### config.mk
export PLATFORM = sky130hd
export DESIGN_NAME = seq_shift_add_multiplier
export DESIGN_NICKNAME = d
export VERILOG_FILES = /design/src/rtl/seq_shift_add_multiplier.sv
export SDC_FILE = /design/constraint.sdc
export NUM_CORES = 1
export LEC_CHECK = 0
export ABC_AREA = 1
export CAP_MARGIN = 40
export CELL_PAD_IN_SITES_DETAIL_PLACEMENT = 1
export CELL_PAD_IN_SITES_GLOBAL_PLACEMENT = 1
export CORE_MARGIN = 2
export CORE_UTILIZATION = 41
export CTS_BUF_LIST = sky130_fd_sc_hd__clkbuf_16
export DETAILED_ROUTE_END_ITERATION = 12
export PLACE_DENSITY_LB_ADDON = 0.1
export SLEW_MARGIN = 15
export SYNTH_ARGS = -nofsm -noshare
export SYNTH_HDL_FRONTEND = slang
export SYNTH_SLANG_ARGS = --single-unit
### constraint.sdc
create_clock -name Clk -period 2.1 [get_ports Clk]
set_input_delay 0.42 -clock Clk [delete_from_list [all_inputs] [get_ports Clk]]
set_output_delay 0.42 -clock Clk [all_outputs]
set_load 0.01 [all_outputs]
### src/rtl/seq_shift_add_multiplier.sv
// Unsigned sequential shift-add multiplier.
// An operand pair is captured on an accepted Start. The datapath then runs one
// add/shift iteration per clock for WIDTH clocks. The 2*WIDTH-bit product is
// loaded on the last iteration and announced by a one-cycle Done strobe.
module seq_shift_add_multiplier #(
  parameter int WIDTH = 8,
  parameter int CNT_W = 4
) (
  input  logic               Clk,
  input  logic               Reset,
  input  logic               Start,
  input  logic [WIDTH-1:0]   Multiplicand,
  input  logic [WIDTH-1:0]   Multiplier,
  output logic [2*WIDTH-1:0] Product,
  output logic               Busy,
  output logic               Done
);

  typedef enum logic [1:0] {
    S_IDLE = 2'b00,
    S_RUN  = 2'b01,
    S_DONE = 2'b10
  } state_e;

  state_e             state_q, state_d;
  logic [WIDTH:0]     acc_q, acc_d;        // partial-product high half plus carry
  logic [WIDTH-1:0]   mcand_q, mcand_d;
  logic [WIDTH-1:0]   mplier_q, mplier_d;  // low product bits shift in from the top
  logic [CNT_W-1:0]   cnt_q, cnt_d;
  logic [2*WIDTH-1:0] prod_q, prod_d;

  logic [WIDTH:0]     sum;
  logic [WIDTH:0]     acc_sh;
  logic [WIDTH-1:0]   mplier_sh;
  logic               last_iter;

  // The final iteration is the one where the counter has reached WIDTH-1.
  assign last_iter = (cnt_q == CNT_W'(WIDTH - 1));

  // One iteration: conditional add of the multiplicand, then a logical right
  // shift of {sum, mplier}. The carry of the add lands in bit WIDTH-1 of the
  // accumulator, so no product bit is ever lost.
  always_comb begin
    sum       = {1'b0, acc_q[WIDTH-1:0]} + (mplier_q[0] ? {1'b0, mcand_q} : '0);
    acc_sh    = {1'b0, sum[WIDTH:1]};
    mplier_sh = {sum[0], mplier_q[WIDTH-1:1]};
  end

  // State register.
  always_ff @(posedge Clk or posedge Reset) begin
    if (Reset) state_q <= S_IDLE;
    else       state_q <= state_d;
  end

  // Next-state logic. An unused encoding falls back to IDLE.
  always_comb begin
    state_d = S_IDLE;
    case (state_q)
      S_IDLE:  state_d = Start ? S_RUN : S_IDLE;
      S_RUN:   state_d = last_iter ? S_DONE : S_RUN;
      S_DONE:  state_d = S_IDLE;
      default: state_d = S_IDLE;
    endcase
  end

  // Outputs decoded from the state alone. Start has no effect on them.
  always_comb begin
    Busy = 1'b0;
    Done = 1'b0;
    case (state_q)
      S_RUN:   Busy = 1'b1;
      S_DONE:  begin Busy = 1'b1; Done = 1'b1; end
      default: ;
    endcase
  end

  // Datapath next-state. Operands are captured only when Start is accepted in
  // IDLE. The product register changes only on the last iteration.
  always_comb begin
    acc_d    = acc_q;
    mcand_d  = mcand_q;
    mplier_d = mplier_q;
    cnt_d    = cnt_q;
    prod_d   = prod_q;
    case (state_q)
      S_IDLE: begin
        if (Start) begin
          acc_d    = '0;
          mcand_d  = Multiplicand;
          mplier_d = Multiplier;
          cnt_d    = '0;
        end
      end
      S_RUN: begin
        acc_d    = acc_sh;
        mplier_d = mplier_sh;
        cnt_d    = cnt_q + 1'b1;
        if (last_iter) prod_d = {acc_sh[WIDTH-1:0], mplier_sh};
      end
      S_DONE: begin
        cnt_d = '0;
      end
      default: begin
        cnt_d = '0;
      end
    endcase
  end

  // Datapath registers. Reset clears everything, including a held product.
  always_ff @(posedge Clk or posedge Reset) begin
    if (Reset) begin
      acc_q    <= '0;
      mcand_q  <= '0;
      mplier_q <= '0;
      cnt_q    <= '0;
      prod_q   <= '0;
    end else begin
      acc_q    <= acc_d;
      mcand_q  <= mcand_d;
      mplier_q <= mplier_d;
      cnt_q    <= cnt_d;
      prod_q   <= prod_d;
    end
  end

  assign Product = prod_q;

endmodule

After elaboration in Yosys (flattened, before gate mapping)
Index checks and enable logic that the tools add are counted.
Widths: inputs -> output; s select.
- word-level logic and storage cells: 30
- output and inout port bits: 18
- register bits: 46
- reductions and logical operators: 6
- multiplexer cells: 12
- add/subtract/negate cells: 2
- eq/ne operators: 4
- operators with widths (cell ; number):
    $pmux 8 s2 ; 2
    $mux 8 ; 3
    $add 8x8->9 ; 1
    $pmux 4 s2 ; 1
    $reduce_and 2->1 ; 3
    $add 4x1->4 const B ; 1
    $eq 4x3->1 const B ; 1
    $mux 4 ; 1
    $pmux 2 s2 ; 1
    $mux 1 ; 3
    $eq 2x1->1 const B ; 1
    $eq 2x2->1 const B ; 1
    $logic_not 2->1 ; 1
    $mux 2 ; 1
    $ne 2x2->1 const B ; 1
    $reduce_bool 2->1 ; 1
    $reduce_or 2->1 ; 1

Logic depth before layout (Yosys ltp)
Gate-level depths: netlist of the first run.
- depth in word-level cells: 3
- depth in mapped cells: 13
- depth with buffers taken out: 12

Worst setup path before layout of the first run
No wires, ideal clock.
- kind: reg2reg
- start point: register mplier_q[0]
- end point: register acc_q[7]
- path buffers: 1
- slack: 0.314 ns
- arrival time: 1.670 ns
- cell stages (with the launch flop): 14
- cells stage by stage: dfrtp_1 -> clkbuf_1 -> nand2_1 -> inv_1 -> ha_1 -> fa_1 -> nand2_1 -> nand2_1 -> nand3_1 -> nand2_1 -> nand2_1 -> nand2_1 -> nand2_1 -> nand2_1
- cells in the longest elaborated chain, start to end: 3
- ends and longest elaborated chain (element ; RTL line ; source):
    from (decl) ; 28 ; logic [WIDTH-1:0] mplier_q, mplier_d;
    from (signal assigned) ; 120 ; mplier_q <= mplier_d;
    $mux 8 ; 44 ; sum = {1'b0, acc_q[WIDTH-1:0]} + (mplier_q[0] ? {1'b0, mcand_q} : '0);
    $add 8x8->9 ; 44 ;
    $pmux 8 s2 ; 85 ; case (state_q)
    to (signal assigned) ; 112 ; acc_q <= '0;
    to (signal assigned) ; 118 ; acc_q <= acc_d;
    to (decl) ; 26 ; logic [WIDTH:0] acc_q, acc_d;
No other way between the ends.
A chain may end at the register's enable or synchronous reset.

Worst setup path after layout of the first run
- start point: register state_q[0]
- end point: output Busy
- cells in the longest elaborated chain, start to end: 3
- ends and longest elaborated chain (element ; RTL line ; source):
    from (decl) ; 25 ; state_e state_q, state_d;
    from (signal assigned) ; 52 ; else state_q <= state_d;
    $eq 2x1->1 or $eq 2x2->1 (tied branches) ; 70 ; case (state_q)
    $reduce_or 2->1 (no source line) * ; - ;
    $mux 1 * ; 70 ;
    to (decl) ; 15 ; output logic Busy,
Every way passes the cells marked *; elsewhere a longest branch is shown, timed or not.

==> results of run 1 <==
power breakdown:
| part | switching [uW] | internal (uW) |
|---|---|---|
| logic | 1490 | 1070 |
| clock network | 317 | 677 |
| registers | 241 | 1320 |
flip-flops by register name, summed over array words and instances, names as in the netlist:
signal,flops
acc_q,8
Product,16
cnt_q,4
state_q,2
mplier_q,8
mcand_q,8
routing by layer:
metal | track usage [%] | routed length (um) | share of wire (%)
met2 | 30.5 | 2470 | 46
met5 | 0 | 0 | 0
met3 | 3.93 | 167 | 3.1
met4 | 5.59 | 76 | 1.4
met1 | 25.6 | 2610 | 49
through the flow:
stage          util (%)  worst slack [ns]  cells
5_1_grt            54.1            0.0361    376
3_3_place_gp       50.6             0.249    368
2_1_floorplan         -             0.314    264
3_5_place_dp       50.6             0.206    368
6_report           54.1             0.178    376
4_1_cts            54.0             0.165    376
layout make-up:
type | count | area (sq um)
fill | 669 | 2560
sequential | 46 | 1150
inverter | 38 | 148
timing repair buffer | 38 | 388
tap | 72 | 90.1
clock buffer | 5 | 125
clock inverter | 3 | 63.8
multi-input combinational | 174 | 1050
kinds of logic after synthesis:
group	Yosys count	synth area share (%)
adders and majority gates	13	7.09
and+or+nand+nor	117	20.9
AOI/OAI and AO/OA	35	11.4
muxes	8	3.75
buffers and inverters	44	8.49
DFF	46	47.9
xor gates and xnor gates	1	0.365
worst max-delay path: cells and delay by family, from the launching register on:
kind / cells / cell delay (ns)
adders and majority gates: 1 / 0.28
buffers and inverters: 2 / 0.59
DFF: 1 / 0.35
cells in the final DEF (no fill, tap or decap), drive strengths merged, types with 2 or more instances in the layout:
cell,n
a21oi,6
a22o,2
a31oi,2
buf,2
bufinv,2
clkbuf,5
clkdlybuf4s50,36
dfrtp,46
ha,12
inv,38
mux2,8
nand2,89
nand3,16
nand3b,2
nor2,8
o211ai,6
o21ai,16
worst paths after layout:
check	startpoint	to	cells after the start
max	state_q[0]$_DFF_PP0_	Busy	3
min	Reset	Product[15]$_DFFE_PP0P_	2
max reg2reg	mplier_q[0]$_DFFE_PP0P_	Product[15]$_DFFE_PP0P_	12
min reg2reg	Product[9]$_DFFE_PP0P_	Product[9]$_DFFE_PP0P_	2
max in group asynchronous	Reset	mplier_q[4]$_DFFE_PP0P_	3
min in group Clk	Product[9]$_DFFE_PP0P_	Product[9]$_DFFE_PP0P_	2
==> flow_summary.toml, run 1 <==
[cells_and_area]
fin_area_sq_um = 3010
n_antenna_cell = 0
drive_above_1_share_pct = 13.5
fin_nets = 335
areaGrowthSynthToFinish_pct = 25.5

[sta]
min_period_over_period_pct = 91.5
period_needed_ns = 1.92
finalSetupViolations = 0
worst_pin_slew_ns = 0.522
fin_skew_ns = 0.00334
max-slew-margin-rel_pct = 65.1
hold_ws_ns = 0.476
rsz0062_at_grt = "no"
tns_ns = 0
hold_violations = 0
report.final.slew_viol_count = 0
max_freq_ghz = 0.520

[floorplanning]
dieArea_sq_um = 6480
fp-row-count = 27
ioPinCount = 37
initial_core_util_pct = 43.1
die_x_um = 80.5
die_y_um = 80.5
core_region_area_sq_um = 5570

[drt]
ant_nets = 0
drt_pre_antenna_iters = 4
vias = 1835
wl_per_cell_um = 14.2
first_iter_violations = 112
drc = 0
wl_um = 5320
avgViaCountPerCell = 4.88

[placed_design]
hpwl_um = 3950
numPortBuffers = 36
gp_congestion = 0.761
dpl_cell_area_sq_um = 2820

[clock_tree]
clock_sinks = 46
clk_latency_ns = 0.28
clock_path_buffers = 2
holdBufCountCts = 0
numCtsBuffers = 5
post_cts_resized = 0
cts_setup_buffers = 0
root_buffer = "clkbuf_16"
ctsHtreeMaxLevel = 2
clk_pin_slew_worst_paths_ns = 0.06
cts_tree = "done"

[critical_path]
crit_arrival_ns = 1.50
end_kind = "primary output"
path_max_fanout = 2
critical-path-max-stage-delay_ns = 0.53
ff2ff_setup_slack_ns = 0.20
required_ns = 1.68
cp_cell_sequence = "inv_1 -> ha_1 -> clkdlybuf4s50_1"
critPathKind = "reg2out"
critPathSlowestCell = "clkdlybuf4s50_1"
startpoint_type = "flop"

[power]
ir_drop_mv = 0.769
p_per_area_nw_per_um2 = 1700
total_power_uw = 5120
p_leak_uw = 0.00157

[global_route]
grt_usage_pct = 18.9
grt.overflow.total = 0
grt_max_degree = 28
grt_pass1_vias = 1928
grt_pass1_wl_um = 9290
grt_antenna_before_repair = 0

[yosys]
syn-num-nets = 296
yosysMostFrequentCell = "nand2_1"
ys_ff_latch = 46
yosysWarnings = 0
synth_common_cells = "nand2_1 (87), dfrtp_1 (46), inv_1 (33), nand3_1 (16), ha_1 (12)"
synthesis.area_sq_um = 2400
async_flop_share_pct = 100
yosysTopAreaCell = "dfrtp_1"
ys.flop_type = "dfrtp_1"
synth_edf_count = 0
synth_cell_type_count = 31
avgSynthCellArea_sq_um = 9.09
netlist.area_leader.share_pct = 47.9
ys_seq_area_share_pct = 47.9
syn_inst = 264
netlist_top_cells_area = "dfrtp_1 (48%), nand2_1 (14%), ha_1 (6.3%)"

[job]
cap_violations = 0

[status]
status = "complete, no violations"

[min_path]
hold_path_class = "in2async"
Power figures use the tool's default switching activity.
==> inputs of run 2 (changes only) <==
Settings changed: ABC_CLOCK_PERIOD_IN_PS from default to 2100.
==> results of run 2 <==
Final layout, timing and power as in run 1 (identical DEF).
==> inputs of run 3 (changes only) <==
Settings changed: ABC_AREA 1 to default.
==> run 3 against run 2 <==
- sequential cell count stayed put
- critical path depth rose by 5
- first-iteration DRC count down 40%
- utilization is 2.4 points higher
- count of clock-buffer cells in the layout unchanged
- sequential share of layout area is 1.5 points higher
- die area fell by 7.5%
- synthesized area decreased by 7.9%
- cell count down 11%
==> flow_summary.toml, run 3 <==
[critical_path]
path_buf_inv = 0
required_ns = 2.27
end_kind = "flop"
critical-path-max-stage-delay_ns = 0.38
critPathTopFamily = "compound AO/OA/AOI/OAI gates"
r2r-start = "mcand_q[0]$_DFFE_PP0P_"
startpoint_type = "flop"
crit-reg2reg-capture = "Product[13]$_DFFE_PP0P_"
r2r_cells = 8
critPathSlowestCell = "dfrtp_1"
cp_cell_sequence = "and2_4 -> ha_4 -> fa_2 -> a211o_1 -> a21o_1 -> a21oi_2 -> xor2_1 -> o21ai_1"
ff2ff_setup_slack_ns = 0.03
path_max_fanout = 2
critPathKind = "reg2reg"
crit_arrival_ns = 2.25

[clock_tree]
numCtsBuffers = 5
root_buffer = "clkbuf_16"
cts_tree = "done"
ctsHtreeMaxLevel = 2
clk_pin_slew_worst_paths_ns = 0.06
clock_sinks = 46
clk_latency_ns = 0.29
clock_path_buffers = 2

[drt]
avgViaCountPerCell = 5.07
vias = 1693
wl_per_cell_um = 15.1
ant_nets = 0
drc = 0
wl_um = 5030
first_iter_violations = 67
drt_pre_antenna_iters = 4

[yosys]
synth-adder-area-share_pct = 7.70
syn-num-nets = 248
yosysTopAreaCell = "dfrtp_1"
avgSynthCellArea_sq_um = 10.2
yosysMostFrequentCell = "nand2_1"
synth_common_cells = "nand2_1 (56), dfrtp_1 (46), o21ai_0 (26), ha_1 (12)"
netlist.area_leader.share_pct = 52.1
ys_seq_area_share_pct = 52.1
yosysWarnings = 0
synth_xor_xnor_area_share_pct = 2.38
ys.flop_type = "dfrtp_1"
synth_top_family_by_area = "simple AND/OR/NAND/NOR gates"
async_flop_share_pct = 100
synth_edf_count = 0
synth_cell_type_count = 32
ys_ff_latch = 46
syn_inst = 216
synthesis.area_sq_um = 2210
synthMuxAreaShare_pct = 8.66
synthSimpleGateAreaFrac_pct = 13.7
netlist_top_cells_area = "dfrtp_1 (52%), nand2_1 (9.5%), ha_1 (6.8%)"
synth-compound-area-share_pct = 13.2

[min_path]
hold_path_class = "in2async"

[sta]
hold_violations = 0
max-slew-margin-rel_pct = 70.4
finalSetupViolations = 0
period_needed_ns = 2.07
max_freq_ghz = 0.482
tns_ns = 0
fin_skew_ns = 0.00776
report.final.slew_viol_count = 0
worst_pin_slew_ns = 0.443
min_period_over_period_pct = 98.8
rsz0062_at_grt = "yes"

[cells_and_area]
layout_commonest_cell = "nand2_1"
fin_area_sq_um = 2900
areaGrowthSynthToFinish_pct = 31.1
fin_util_pct = 56.4
n_antenna_cell = 0
drive_above_1_share_pct = 14.0
largest_reg_flops = 16
fin_cells = 334
mostFrequentLayoutCells = "nand2_1 (56), dfrtp_1 (46), clkdlybuf4s50_1 (36), o21ai_0 (26)"
fin_nets = 295

[status]
status = "complete, no violations"

[placed_design]
gp_congestion = 0.756
dpl_cell_area_sq_um = 2710
hpwl_um = 3660
numPortBuffers = 36
dp_cells = 324

[floorplanning]
dieArea_sq_um = 6000
die_y_um = 77.4
core_region_area_sq_um = 5140
die_x_um = 77.4
fp-row-count = 26
ioPinCount = 37
initial_core_util_pct = 43.0

[global_route]
grt_usage_pct = 18.8
grt.overflow.total = 0
grt_pass1_vias = 1790
grt_pass1_wl_um = 8740
grt_max_degree = 29
grt_antenna_before_repair = 0

[power]
p_per_area_nw_per_um2 = 1460
ir_drop_mv = 0.717
p_leak_uw = 0.00137
total_power_uw = 4220

[job]
cap_violations = 0
## run 3: power by group
group / switching [uW] / internal [uW] / total [uW]
combinational: 963 / 971 / 1930
clock: 323 / 430 / 753
sequential: 253 / 1280 / 1530
total: 1540 / 2680 / 4220
## run 3: cell type report
type / count / area [sq um]
fill: 589 / 2240
multi-input combinational: 158 / 1050
inverter: 5 / 18.8
sequential: 46 / 1150
clock inverter: 3 / 12.5
tap: 70 / 87.6
clock buffer: 5 / 125
timing repair buffer: 47 / 455
## run 3: worst max-delay path by stage
stage,from,depth (start not counted),to
after floorplan,mplier_q[0]$_DFFE_PP0P_,8,Product[13]$_DFFE_PP0P_
after global placement,mcand_q[0]$_DFFE_PP0P_,8,acc_q[7]$_DFFE_PP0P_
after detailed placement,mcand_q[0]$_DFFE_PP0P_,8,acc_q[7]$_DFFE_PP0P_
after CTS,mcand_q[0]$_DFFE_PP0P_,8,Product[13]$_DFFE_PP0P_
after global routing,mplier_q[0]$_DFFE_PP0P_,8,Product[13]$_DFFE_PP0P_
final,mcand_q[0]$_DFFE_PP0P_,8,Product[13]$_DFFE_PP0P_
## run 3: metrics by stage
stage          hold WS (ns)  setup WS [ns]
4_1_cts               0.474       0.000793
5_1_grt               0.500         -0.103
3_3_place_gp          0.460         0.0281
3_5_place_dp          0.469        -0.0392
2_1_floorplan         0.456         0.0337
6_report              0.456         0.0250
## run 3: kinds of logic after synthesis
| family | after synthesis |
|---|---|
| and+or+nand+nor | 72 |
| AOI/OAI and AO/OA | 49 |
| DFF | 46 |
| muxes | 18 |
| adders and majority gates | 13 |
| buffers and inverters | 12 |
| xor gates and xnor gates | 6 |
## run 3: repair_timing
item                                    CTS  global route
gates resized for setup                   3             3
buffers inserted                          0             2
hold buffers                              0             0
endpoints found under the setup margin    3             6
pin swaps                                 1             1
## run 3: per-layer routing
layer / vias up / share of wire (%) / GRT usage (%)
met2: 24 / 51 / 32.2
met4: 0 / 1.3 / 5.89
li1: 827 / - / -
met5: - / 0 / 0
met3: 5 / 3.3 / 4.77
met1: 837 / 44 / 23.4
## run 3: worst reg2reg max path, cell delays in order, from the launching register on
cell and delay, ns:
dfrtp_1 0.38, and2_4 0.17, ha_4 0.16, fa_2 0.36, a211o_1 0.29, a21o_1 0.17
a21oi_2 0.14, xor2_1 0.20, o21ai_1 0.09
==> RTL change (flow settings as in run 2) <==
Set the parameter `WIDTH` to 10 (it was 8).
--- a/src/rtl/seq_shift_add_multiplier.sv
+++ b/src/rtl/seq_shift_add_multiplier.sv
@@ -5,3 +5,3 @@
 module seq_shift_add_multiplier #(
-  parameter int WIDTH = 8,
+  parameter int WIDTH = 10,
   parameter int CNT_W = 4
Interface: changed (resized Multiplicand, Multiplier and Product); port bits go from 37 to 45. No check against the original RTL was run, so the function may have changed too.
==> RTL change against run 2 <==
Non-clock buffer count grew 12. First-iteration DRC count shrank 22%. Routed wire length grew 24%. Sequential share of layout area grew 1.3 points. Largest cell class unchanged. Combinational power grew 20%. Highest routed layer unchanged. Core utilization shrank 1.3 points. Total power grew 15%. Setup slack lost 0.025 ns. Cell area grew 18%. Via count grew 24%. Sequential cell count grew 10. Hold slack gained 0.012 ns. Area after synthesis grew 17%.
==> RTL change: results <==
metrics = {
    "run_status": {
        "status": "finished clean",
    },
    "layout": {
        "fill_cells": 802,
        "layoutNonFillerInstCount": 456,
        "multi_input_area_share_pct": 34.57,
        "bufAreaShareNonClock_pct": 14.04,
        "buffers": 50,
        "nets": 414,
        "comb.multi_input.count": 221,
        "synthToLayoutAreaGrowth_pct": 26.34,
        "drive_above_1_share_pct": 8.777,
        "largest_reg_flops": 20,
        "inverters": 41,
        "ff_latch_area_um2": 1401,
    },
    "global_routing": {
        "grt_pass1_wl_mm": 11.37,
        "grt_start_max_net_pins": 57,
    },
    "critical_path": {
        "r2r_slack_ns": 0.16,
        "worstRegToRegCells": 9,
        "timing.rr.end": "Product[13]",
        "worstPathArrival_ns": 1.53,
    },
    "logic_synthesis": {
        "synth_cell_types": 26,
        "yosysSeqAreaShare_pct": 49.91,
        "synth.area.mux_share_pct": 4.011,
        "synth-xor-area-share_pct": 0.9358,
        "syn_nets": 368,
        "postSynthAreaPerCell_um2": 8.534,
        "synthAdderAreaFrac_pct": 7.398,
        "synth-compound-area-share_pct": 9.269,
    },
    "sta": {
        "finClkSkew_ns": 0.004696,
        "tightest_slew_ns": 0.5205,
    },
    "place": {
        "port_buffers": 44,
        "gp_congestion": 0.7901,
        "dp_hpwl_mm": 4.856,
        "dpl_cell_area_um2": 3358,
        "dp.cells": 448,
    },
    "pwr": {
        "p_sw_uw": 2420,
        "ir_drop_mv": 0.6023,
        "power_leakage_uw": 0.001816,
    },
    "routing": {
        "num_vias": 2283,
        "met3_length_um": 270,
        "dr_wl_met2_mm": 2.990,
        "detail_route.wl_per_cell_um": 14.42,
    },
    "worst_hold_path": {
        "hold_class": "flip-flop to flip-flop",
    },
}
## RTL change: cell types whose count changed after synthesis, moves of 6 or more
cell	before	now
nand2_1	87	109
o21ai_1	0	11
dfrtp_1	46	56
o21ai_2	10	2
o21ai_0	5	11
## RTL change: power by group through the flow
stage | clock network (µW) | registers [µW] | logic [µW]
3_5_place_dp | 0 | 1890 | 3020
4_1_cts | 973 | 1870 | 3050
6_report | 942 | 1870 | 3060
3_3_place_gp | 0 | 1860 | 2910
2_1_floorplan | 0 | 1890 | 2010
5_1_grt | 1020 | 1920 | 3520
## RTL change: worst max-delay path by stage
| stage | from | endpoint | slack [ns] | cells past startpoint |
|---|---|---|---|---|
| floorplan | mplier_q[0] | Product[17] | 0.17 | 12 |
| global placement | mcand_q[0] | Product[15] | 0.22 | 11 |
| detailed placement | mplier_q[0] | Product[15] | 0.16 | 11 |
| CTS | mplier_q[0] | Product[19] | 0.12 | 12 |
| global route | mplier_q[0] | Product[19] | -0.02 | 12 |
| finish | state_q[1] | Busy | 0.15 | 3 |
## RTL change: repair_timing
action,CTS,global route
buffers inserted,0,0
endpoints found under the setup margin,0,5
gates resized for setup,0,4
## RTL change: worst max-delay path, stage by stage, from the launching register on
cell	delay [ns]
dfrtp_1	0.35
inv_1	0.06
ha_1	0.29
clkdlybuf4s50_1	0.54
## RTL change: per-stage QoR
| step | hold slack [ns] | setup TNS, ns |
|---|---|---|
| global placement | 0.4646 | 0 |
| detailed placement | 0.4738 | 0 |
| finish | 0.4876 | 0 |
| CTS | 0.4926 | 0 |
| global route | 0.5185 | -0.02867 |
| floorplan | 0.4553 | 0 |
## RTL change: metal layers
metal,up-vias,GRT usage (%)
met3,6,3.238
li1,1142,-
met2,45,30.28
met5,-,0
met1,1090,27.94
met4,0,4.688
